$ cat config.mk
export PLATFORM = sky130hd
export DESIGN_NAME = mem_lsu
export DESIGN_NICKNAME = d
export VERILOG_FILES = /design/src/rtl/mem_lsu_pkg.sv /design/src/rtl/mem_lsu_align.sv /design/src/rtl/mem_lsu.sv
export SDC_FILE = /design/constraint.sdc
export NUM_CORES = 1
export LEC_CHECK = 0
export ABC_AREA = 1
export CORE_MARGIN = 1
export CORE_UTILIZATION = 55
export DETAILED_ROUTE_END_ITERATION = 10
export DONT_BUFFER_PORTS = 1
export GPL_ROUTABILITY_DRIVEN = 0
export PLACE_DENSITY = 0.7
export SLEW_MARGIN = 20
export SYNTH_ARGS = -nofsm -noshare
export SYNTH_HDL_FRONTEND = slang
export SYNTH_HIERARCHICAL = 1
export SYNTH_SLANG_ARGS = --single-unit
$ cat constraint.sdc
create_clock -name clk -period 2.7 [get_ports clk]
set_input_delay 0.405 -clock clk [delete_from_list [all_inputs] [get_ports clk]]
set_output_delay 0.405 -clock clk [all_outputs]
set_load 0.005 [all_outputs]
$ cat src/rtl/mem_lsu_pkg.sv
// Shared types and constants for the memory-stage load/store unit.
package mem_lsu_pkg;

  localparam int unsigned XLEN   = 32;
  localparam int unsigned RF_AW  = 5;
  localparam int unsigned SIZE_W = 3;
  localparam int unsigned BE_W   = 4;

  typedef enum logic [1:0] {
    LSU_IDLE   = 2'd0,
    LSU_REQ    = 2'd1,
    LSU_WAIT_R = 2'd2,
    LSU_DONE   = 2'd3
  } lsu_state_e;

  // funct3 size codes shared by loads and stores
  localparam logic [SIZE_W-1:0] INST_LB  = 3'b000;
  localparam logic [SIZE_W-1:0] INST_LH  = 3'b001;
  localparam logic [SIZE_W-1:0] INST_LW  = 3'b010;
  localparam logic [SIZE_W-1:0] INST_LBU = 3'b100;
  localparam logic [SIZE_W-1:0] INST_LHU = 3'b101;
  localparam logic [SIZE_W-1:0] INST_SB  = 3'b000;
  localparam logic [SIZE_W-1:0] INST_SH  = 3'b001;
  localparam logic [SIZE_W-1:0] INST_SW  = 3'b010;

  localparam logic [BE_W-1:0] BE_BYTE = 4'b0001;
  localparam logic [BE_W-1:0] BE_HALF = 4'b0011;
  localparam logic [BE_W-1:0] BE_WORD = 4'b1111;

  // Request captured in IDLE and replayed on the bus
  typedef struct packed {
    logic [XLEN-1:0]   addr;
    logic [XLEN-1:0]   wdata;
    logic [BE_W-1:0]   be;
    logic              we;
    logic [SIZE_W-1:0] size;
    logic [RF_AW-1:0]  rd_addr;
    logic              rd_wen;
  } lsu_req_t;

endpackage

$ cat src/rtl/mem_lsu_align.sv
// Byte-lane formatting: store replication/BE, load extract/extend, legality check.
module mem_lsu_align
  import mem_lsu_pkg::*;
(
  input  logic [1:0]        st_addr_lo,
  input  logic [SIZE_W-1:0] st_size,
  input  logic              st_we,
  input  logic              st_re,
  input  logic [XLEN-1:0]   st_data,
  output logic [XLEN-1:0]   st_wdata_c,
  output logic [BE_W-1:0]   st_be_c,
  output logic              illegal_c,
  input  logic [1:0]        ld_addr_lo,
  input  logic [SIZE_W-1:0] ld_size,
  input  logic [XLEN-1:0]   ld_rdata,
  output logic [XLEN-1:0]   ld_data_c
);

  logic misalign;
  logic bad_st;
  logic bad_ld;
  logic [7:0]  ld_byte;
  logic [15:0] ld_half;
  logic        ld_sext;

  // Store lane replication and byte enables
  always_comb begin
    st_wdata_c = st_data;
    st_be_c    = BE_WORD;
    case (st_size)
      INST_SB: begin
        st_wdata_c = {4{st_data[7:0]}};
        st_be_c    = BE_BYTE << st_addr_lo;
      end
      INST_SH: begin
        st_wdata_c = {2{st_data[15:0]}};
        st_be_c    = BE_HALF << st_addr_lo;
      end
      default: ;
    endcase
  end

  // Misalignment, illegal size and conflicting we/re detection
  always_comb begin
    misalign  = ((st_size[1:0] == 2'b01) && st_addr_lo[0]) ||
                ((st_size[1:0] == 2'b10) && (st_addr_lo != 2'b00));
    bad_st    = st_we && !((st_size == INST_SB) || (st_size == INST_SH) || (st_size == INST_SW));
    bad_ld    = st_re && ((st_size == 3'b011) || (st_size == 3'b110) || (st_size == 3'b111));
    illegal_c = (st_we && st_re) || ((st_we || st_re) && (misalign || bad_st || bad_ld));
  end

  // Load extraction with sign or zero extension
  always_comb begin
    ld_byte = ld_rdata[{ld_addr_lo, 3'b000} +: 8];
    ld_half = ld_rdata[{ld_addr_lo[1], 4'b0000} +: 16];
    ld_sext = !ld_size[2];
    case (ld_size[1:0])
      2'b00:   ld_data_c = {{24{ld_sext & ld_byte[7]}}, ld_byte};
      2'b01:   ld_data_c = {{16{ld_sext & ld_half[15]}}, ld_half};
      default: ld_data_c = ld_rdata;
    endcase
  end

endmodule

$ cat src/rtl/mem_lsu.sv
// Memory-stage LSU: single-outstanding req/gnt/rvalid bus access with pipeline hold.
module mem_lsu
  import mem_lsu_pkg::*;
#(
  parameter int unsigned BUS_TIMEOUT = 255
) (
  input  logic              clk,
  input  logic              rst_n,
  input  logic [XLEN-1:0]   mem_addr_i,
  input  logic [XLEN-1:0]   mem_data_i,
  input  logic [SIZE_W-1:0] mem_size_i,
  input  logic              mem_we_i,
  input  logic              mem_re_i,
  input  logic [RF_AW-1:0]  rd_addr_i,
  input  logic              rd_wen_i,
  input  logic [XLEN-1:0]   rd_data_i,
  output logic              bus_req_o,
  output logic              bus_we_o,
  output logic [XLEN-1:0]   bus_addr_o,
  output logic [XLEN-1:0]   bus_wdata_o,
  output logic [BE_W-1:0]   bus_be_o,
  input  logic              bus_gnt_i,
  input  logic              bus_rvalid_i,
  input  logic [XLEN-1:0]   bus_rdata_i,
  output logic [RF_AW-1:0]  rd_addr_o,
  output logic [XLEN-1:0]   rd_data_o,
  output logic              rd_wen_o,
  output logic              hold_flag_o,
  output logic              lsu_err_o
);

  localparam int unsigned CNT_W = (BUS_TIMEOUT < 2) ? 1 : $clog2(BUS_TIMEOUT + 1);

  lsu_state_e       state_q, state_d;
  logic [CNT_W-1:0] cnt_q;
  lsu_req_t         cap_q;
  logic [XLEN-1:0]  result_q;
  logic [XLEN-1:0]  st_wdata;
  logic [BE_W-1:0]  st_be;
  logic             illegal;
  logic [XLEN-1:0]  ld_data;
  logic             capture_en;
  logic             result_en;
  logic             timeout;

  mem_lsu_align u_align (
    .st_addr_lo (mem_addr_i[1:0]),
    .st_size    (mem_size_i),
    .st_we      (mem_we_i),
    .st_re      (mem_re_i),
    .st_data    (mem_data_i),
    .st_wdata_c (st_wdata),
    .st_be_c    (st_be),
    .illegal_c  (illegal),
    .ld_addr_lo (cap_q.addr[1:0]),
    .ld_size    (cap_q.size),
    .ld_rdata   (bus_rdata_i),
    .ld_data_c  (ld_data)
  );

  assign timeout     = (BUS_TIMEOUT != 0) && (cnt_q == CNT_W'(BUS_TIMEOUT));
  assign bus_addr_o  = {cap_q.addr[XLEN-1:2], 2'b00};
  assign bus_wdata_o = cap_q.wdata;
  assign bus_be_o    = cap_q.be;

  // Next-state, handshake, hold and writeback decode
  always_comb begin
    state_d     = state_q;
    bus_req_o   = 1'b0;
    bus_we_o    = 1'b0;
    hold_flag_o = 1'b0;
    lsu_err_o   = 1'b0;
    rd_addr_o   = '0;
    rd_data_o   = '0;
    rd_wen_o    = 1'b0;
    capture_en  = 1'b0;
    result_en   = 1'b0;
    case (state_q)
      LSU_IDLE: begin
        if (!(mem_we_i || mem_re_i)) begin
          rd_addr_o = rd_addr_i;
          rd_data_o = rd_data_i;
          rd_wen_o  = rd_wen_i;
        end else if (illegal) begin
          lsu_err_o = 1'b1;
        end else begin
          hold_flag_o = 1'b1;
          capture_en  = 1'b1;
          state_d     = LSU_REQ;
        end
      end
      LSU_REQ: begin
        if (timeout) begin
          lsu_err_o = 1'b1;
          state_d   = LSU_IDLE;
        end else begin
          bus_req_o   = 1'b1;
          bus_we_o    = cap_q.we;
          hold_flag_o = 1'b1;
          if (bus_gnt_i) state_d = cap_q.we ? LSU_DONE : LSU_WAIT_R;
        end
      end
      LSU_WAIT_R: begin
        if (timeout) begin
          lsu_err_o = 1'b1;
          state_d   = LSU_IDLE;
        end else begin
          hold_flag_o = 1'b1;
          if (bus_rvalid_i) begin
            result_en = 1'b1;
            state_d   = LSU_DONE;
          end
        end
      end
      LSU_DONE: begin
        state_d = LSU_IDLE;
        if (!cap_q.we && cap_q.rd_wen) begin
          rd_wen_o  = 1'b1;
          rd_addr_o = cap_q.rd_addr;
          rd_data_o = result_q;
        end
      end
      default: state_d = LSU_IDLE;
    endcase
  end

  // State register
  always_ff @(posedge clk or negedge rst_n) begin
    if (!rst_n) state_q <= LSU_IDLE;
    else        state_q <= state_d;
  end

  // Bus wait counter: runs in REQ/WAIT_R, clears on any state change
  always_ff @(posedge clk or negedge rst_n) begin
    if (!rst_n) begin
      cnt_q <= '0;
    end else if ((BUS_TIMEOUT == 0) || (state_d != state_q) ||
                 !((state_q == LSU_REQ) || (state_q == LSU_WAIT_R))) begin
      cnt_q <= '0;
    end else begin
      cnt_q <= cnt_q + CNT_W'(1);
    end
  end

  // Request capture; loads always read the full word
  always_ff @(posedge clk or negedge rst_n) begin
    if (!rst_n) begin
      cap_q <= '0;
    end else if (capture_en) begin
      cap_q.addr    <= mem_addr_i;
      cap_q.wdata   <= st_wdata;
      cap_q.be      <= mem_we_i ? st_be : BE_WORD;
      cap_q.we      <= mem_we_i;
      cap_q.size    <= mem_size_i;
      cap_q.rd_addr <= rd_addr_i;
      cap_q.rd_wen  <= rd_wen_i;
    end
  end

  // Formatted load result
  always_ff @(posedge clk or negedge rst_n) begin
    if (!rst_n)         result_q <= '0;
    else if (result_en) result_q <= ld_data;
  end

endmodule

==> reports/results.md <==
| Group | Metric | This run |
| --- | --- | --- |
| synthesis | Count of distinct cell types in the synthesized netlist | 40 |
| clock tree | TritonCTS clock tree | done |
| cells and area | Post-route design area | 0.00753 mm2 |
| route | Mean number of vias per cell | 5.47 |
| synthesis | Synth warnings | 6 |
| synthesis | Synthesized netlist cell count | 933 |
| synthesis | Cell area after technology mapping | 0.00755 mm2 |
| timing | Hold Worst Slack | -0.315 ns |
| floorplan | Die Footprint | 0.0142 mm2 |
| cells and area | Area growth from synthesis to layout | -0.265% |
| worst setup path | Cell with the most instances on the worst path | sky130_fd_sc_hd__nand2_1 |
| route | Count of TritonRoute iterations in the first routing pass | 5 |
| global route | GRT busiest layer | met2 |
| pwr | Total Power | 9.03 mW |
| synthesis | Cell types with the largest area share after synthesis | sky130_fd_sc_hd__dfrtp_1, sky130_fd_sc_hd__nand2_1, sky130_fd_sc_hd__buf_4, sky130_fd_sc_hd__mux2_4, sky130_fd_sc_hd__nand4_1 |
| route | Initial DRC Count | 580 |
| pwr | Power share of the combinational group | 36.3% |
| timing | Actual transition at the worst max-transition pin | 0.712 ns |
| cells and area | Final Net Count | 983 |
| place | Placed Instance Area | 0.00690 mm2 |
| global route | Total grt overflow | 0 |
| synthesis | Post-synthesis cell type with the largest combined area | sky130_fd_sc_hd__dfrtp_1 |
| global route | Via count of the first global-routing pass | 5318 |
| timing | Period utilization | 95.1% |
| pwr | Net switching power figure | 3.51 mW |
| place | Pre-CTS setup slack | 0.442 ns |
| global route | M3 GR Usage | 6.61% |
| cells and area | Share of final-layout standard cells stronger than drive strength 1 | 16.5% |
| floorplan | Chip height | 119 um |
| pwr | Cell-internal power | 5.52 mW |
| clock tree | Clk_lat worst skew | 0.41 ns |
| synthesis | Mean cell area of the mapped netlist | 8.09 um2 |
| pwr | Maximum vdd drop | 0.000587 V |
| worst setup path | Arrival time of the worst setup path | 2.16 ns |
| route | Remaining antenna violation count after routing | 0 |
| floorplan | Num ports | 253 |
| timing | Final setup violation count | 0 |
| outcome | Outcome | finished, violations left |
| pwr | Sequential Power Share | 37.0% |
| synthesis | Post-synth top area share | 39.8% |
| timing | RSZ-0062 raised after global routing | false |
| clock tree | Number of buffers added by the clock tree synthesis step | 17 |
| pwr | Static Leakage | 3.81 nW |
| timing | Highest clock frequency the design can meet | 389 MHz |
| floorplan | Core area | 0.0133 mm2 |
| timing | Worst relative slew slack | 52.5% |
| timing | Final hold violation count | 120 |
| timing | Worst clock skew | 0.00616 ns |
| place | IO buf count | 0 |
| floorplan | Standard-cell rows | 42 |
| cells and area | Number of diodes added for antenna fixing | 0 |
| timing | Shortest period the worst path allows | 2.57 ns |
| worst setup path | Worst Path Max Fanout | 28 |
| pwr | Power per standard cell area | 1200 mW/mm2 |
| synthesis | Seq/Total Area, Yosys | 39.8% |
| job | Max-cap viol count | 0 |
| timing | Accumulated negative setup slack | 0 ns |
| global route | Pin count of the biggest net entering global routing | 121 |
| floorplan | Starting Density | 56.8% |
| floorplan | Width of the die | 119 um |
| global route | First-pass GRT wire length | 28.5 mm |
| clock tree | Buffers inserted by post-CTS timing repair | 0 |
| place | Detailed placement HPWL | 12.3 mm |
| cells and area | Fin util | 56.7% |
| worst setup path | Kind of critical path | reg2out |
| pwr | Proportion of power drawn by the clock network | 26.7% |
| worst setup path | Category of the worst setup path capture point | output pin |
| route | DRC | 0 |
| worst setup path | Worst-path cell chain | inv_1, ha_1, nand2_1, inv_6, buf_4, nand2_1, a21oi_1 |
| worst setup path | Data required time of the critical path | 2.30 ns |
| clock tree | Buffer type at the clock tree root | sky130_fd_sc_hd__clkbuf_16 |
| outcome | Violations in the final reports | hold timing |
| clock tree | Number of H-tree branching levels | 4 |
| worst setup path | Largest stage delay on the critical path | 0.46 ns |
| synthesis | Flip-flop and latch count after synthesis | 120 |
| pwr | Switching power share of the total | 38.9% |
| clock tree | Clock net sink count | 120 |
| route | Overall routed net length | 17.9 mm |
| global route | Number of antenna violations at the first check in global routing | 0 |
| global route | Met2 track utilization from global routing | 40.5% |
| route | Routed length per placed instance | 17.5 um |
| clock tree | Clk buf depth | 2 |
| cells and area | Most frequent cells in the layout | sky130_fd_sc_hd__nand2_1, sky130_fd_sc_hd__dfrtp_1, sky130_fd_sc_hd__a21oi_1, sky130_fd_sc_hd__nand4_1, sky130_fd_sc_hd__mux2_4 |
| route | Via count | 5594 |
| global route | Overall Global Routing Usage | 25.9% |
| cells and area | Final-layout fill cell count | 1213 |
| global route | Met1 usage in global routing | 34.9% |
| timing | Final max-slew violation count | 0 |
| clock tree | Post-CTS clock slew at the launch and capture registers of the worst setup and hold paths | 0.06 ns |
| worst setup path | CP startpoint kind | register |
| cells and area | Leading cell type in the layout, fill and taps excluded | sky130_fd_sc_hd__nand2_1 |
| timing | Final setup slack of the worst path | 0.131 ns |
| worst setup path | Cell with the largest stage delay on the worst path | sky130_fd_sc_hd__dfrtp_1 |
| hold path | Path category of the worst min-delay check | in2async |
[path summary, 6_finish.rpt]
check,cells past startpoint,start,slack [ns],endpoint
worst max-delay path,7,state_q[1],0.13,rd_data_o[21]
worst min-delay path,0,rst_n,-0.32,bus_addr_o[6]
worst max register to register,8,cap_q[47],0.57,result_q[19]
worst min register to register,1,cnt_q[0],0.48,cnt_q[0]
max in group asynchronous,0,rst_n,2.82,result_q[25]
min in group clk,2,mem_addr_i[2],0.10,bus_addr_o[2]
[sequential cells by signal, summed over array words and instances (netlist names)]
| register | flops |
|---|---|
| state_q | 2 |
| bus_be_o | 4 |
| cap_q | 12 |
| result_q | 32 |
| bus_wdata_o | 32 |
| bus_addr_o | 30 |
| cnt_q | 8 |
[cell type report]
class                      instances  area [um2]  area share (%)
clock buffer                      20         457            6.06
clock inverter                    11         171            2.28
inverter                          25         106            1.41
multi-input combinational        659        3490            46.4
sequential                       120        3000            39.9
tap                              176         220            2.92
timing repair buffer              11        82.6            1.10
[power by group through the flow]
stage	sequential [mW]	combinational, mW	clock [mW]
floorplan	3.01	3.77	0
global placement	3.35	3.19	0
detailed placement	3.36	3.27	0
CTS	3.35	3.27	2.45
global route	3.44	3.67	2.54
finish	3.35	3.28	2.41
[timing repair]
| item | in CTS | in global routing |
|---|---|---|
| endpoints found under the setup margin | 8 | 8 |
| endpoints found under the hold margin | 120 | 120 |
| resized for setup | 1 | 1 |
[routing by layer]
metal  part of all wire (%)  up-vias
met5                      0        -
met4                    1.4        0
met3                    8.2       22
met2                     46      249
met1                     44     2595
li1                       -     2728
[metrics by stage]
stage	hold slack, ns	instances
detailed placement	0.112	991
floorplan	0.109	934
CTS	-0.333	1022
global route	-0.331	1022
global placement	0.112	991
finish	-0.315	1022
[critical path: cells and delay by family (launching register included)]
family / cells / cell delay [ns]
and+or+nand+nor: 2 / 0.21
buffers and inverters: 3 / 0.57
DFF: 1 / 0.46
AOI/OAI and AO/OA: 1 / 0.19
adders and majority gates: 1 / 0.31
[kinds of logic after synthesis]
family | count (synthesis) | synth area share [%]
flops | 120 | 39.8
xor+xnor | 6 | 0.696
compound gates | 79 | 5.90
fa+ha+maj | 6 | 0.994
buf+inv | 155 | 14.1
other cells | 1 | 0.0497
mux | 32 | 6.26
simple gates | 534 | 32.3
[Yosys cell counts]
cell                        count
sky130_fd_sc_hd__inv_2          7
sky130_fd_sc_hd__ha_1           6
sky130_fd_sc_hd__bufbuf_16      1
sky130_fd_sc_hd__nand2_4        5
sky130_fd_sc_hd__inv_8          1
sky130_fd_sc_hd__nand4_1       38
sky130_fd_sc_hd__buf_4         81
sky130_fd_sc_hd__and2_1         1
sky130_fd_sc_hd__mux2_2         2
sky130_fd_sc_hd__nand3_1       20
sky130_fd_sc_hd__nor2_2        14
sky130_fd_sc_hd__or2_2          1
sky130_fd_sc_hd__inv_1         17
sky130_fd_sc_hd__mux2_4        30
sky130_fd_sc_hd__nand2_1      402
sky130_fd_sc_hd__nor2_1         5
sky130_fd_sc_hd__o22a_1         4
sky130_fd_sc_hd__and2_4         3
sky130_fd_sc_hd__and2_0         3
sky130_fd_sc_hd__o21ai_1        2
sky130_fd_sc_hd__xnor2_1        2
sky130_fd_sc_hd__nor2_4         5
sky130_fd_sc_hd__conb_1         1
sky130_fd_sc_hd__clkbuf_1      23
sky130_fd_sc_hd__dfrtp_1      120
sky130_fd_sc_hd__buf_8          1
sky130_fd_sc_hd__nand3_4        1
sky130_fd_sc_hd__buf_12         5
sky130_fd_sc_hd__or2_1          3
sky130_fd_sc_hd__nor3_1         1
sky130_fd_sc_hd__xor2_1         4
sky130_fd_sc_hd__nand3_2       19
sky130_fd_sc_hd__buf_2         15
sky130_fd_sc_hd__a22oi_1        1
sky130_fd_sc_hd__or2_0          3
sky130_fd_sc_hd__o21ai_0       17
sky130_fd_sc_hd__nand2_2       10
sky130_fd_sc_hd__buf_6          4
sky130_fd_sc_hd__a21oi_1       42
sky130_fd_sc_hd__o211ai_1      13
Power figures use the tool's default switching activity.
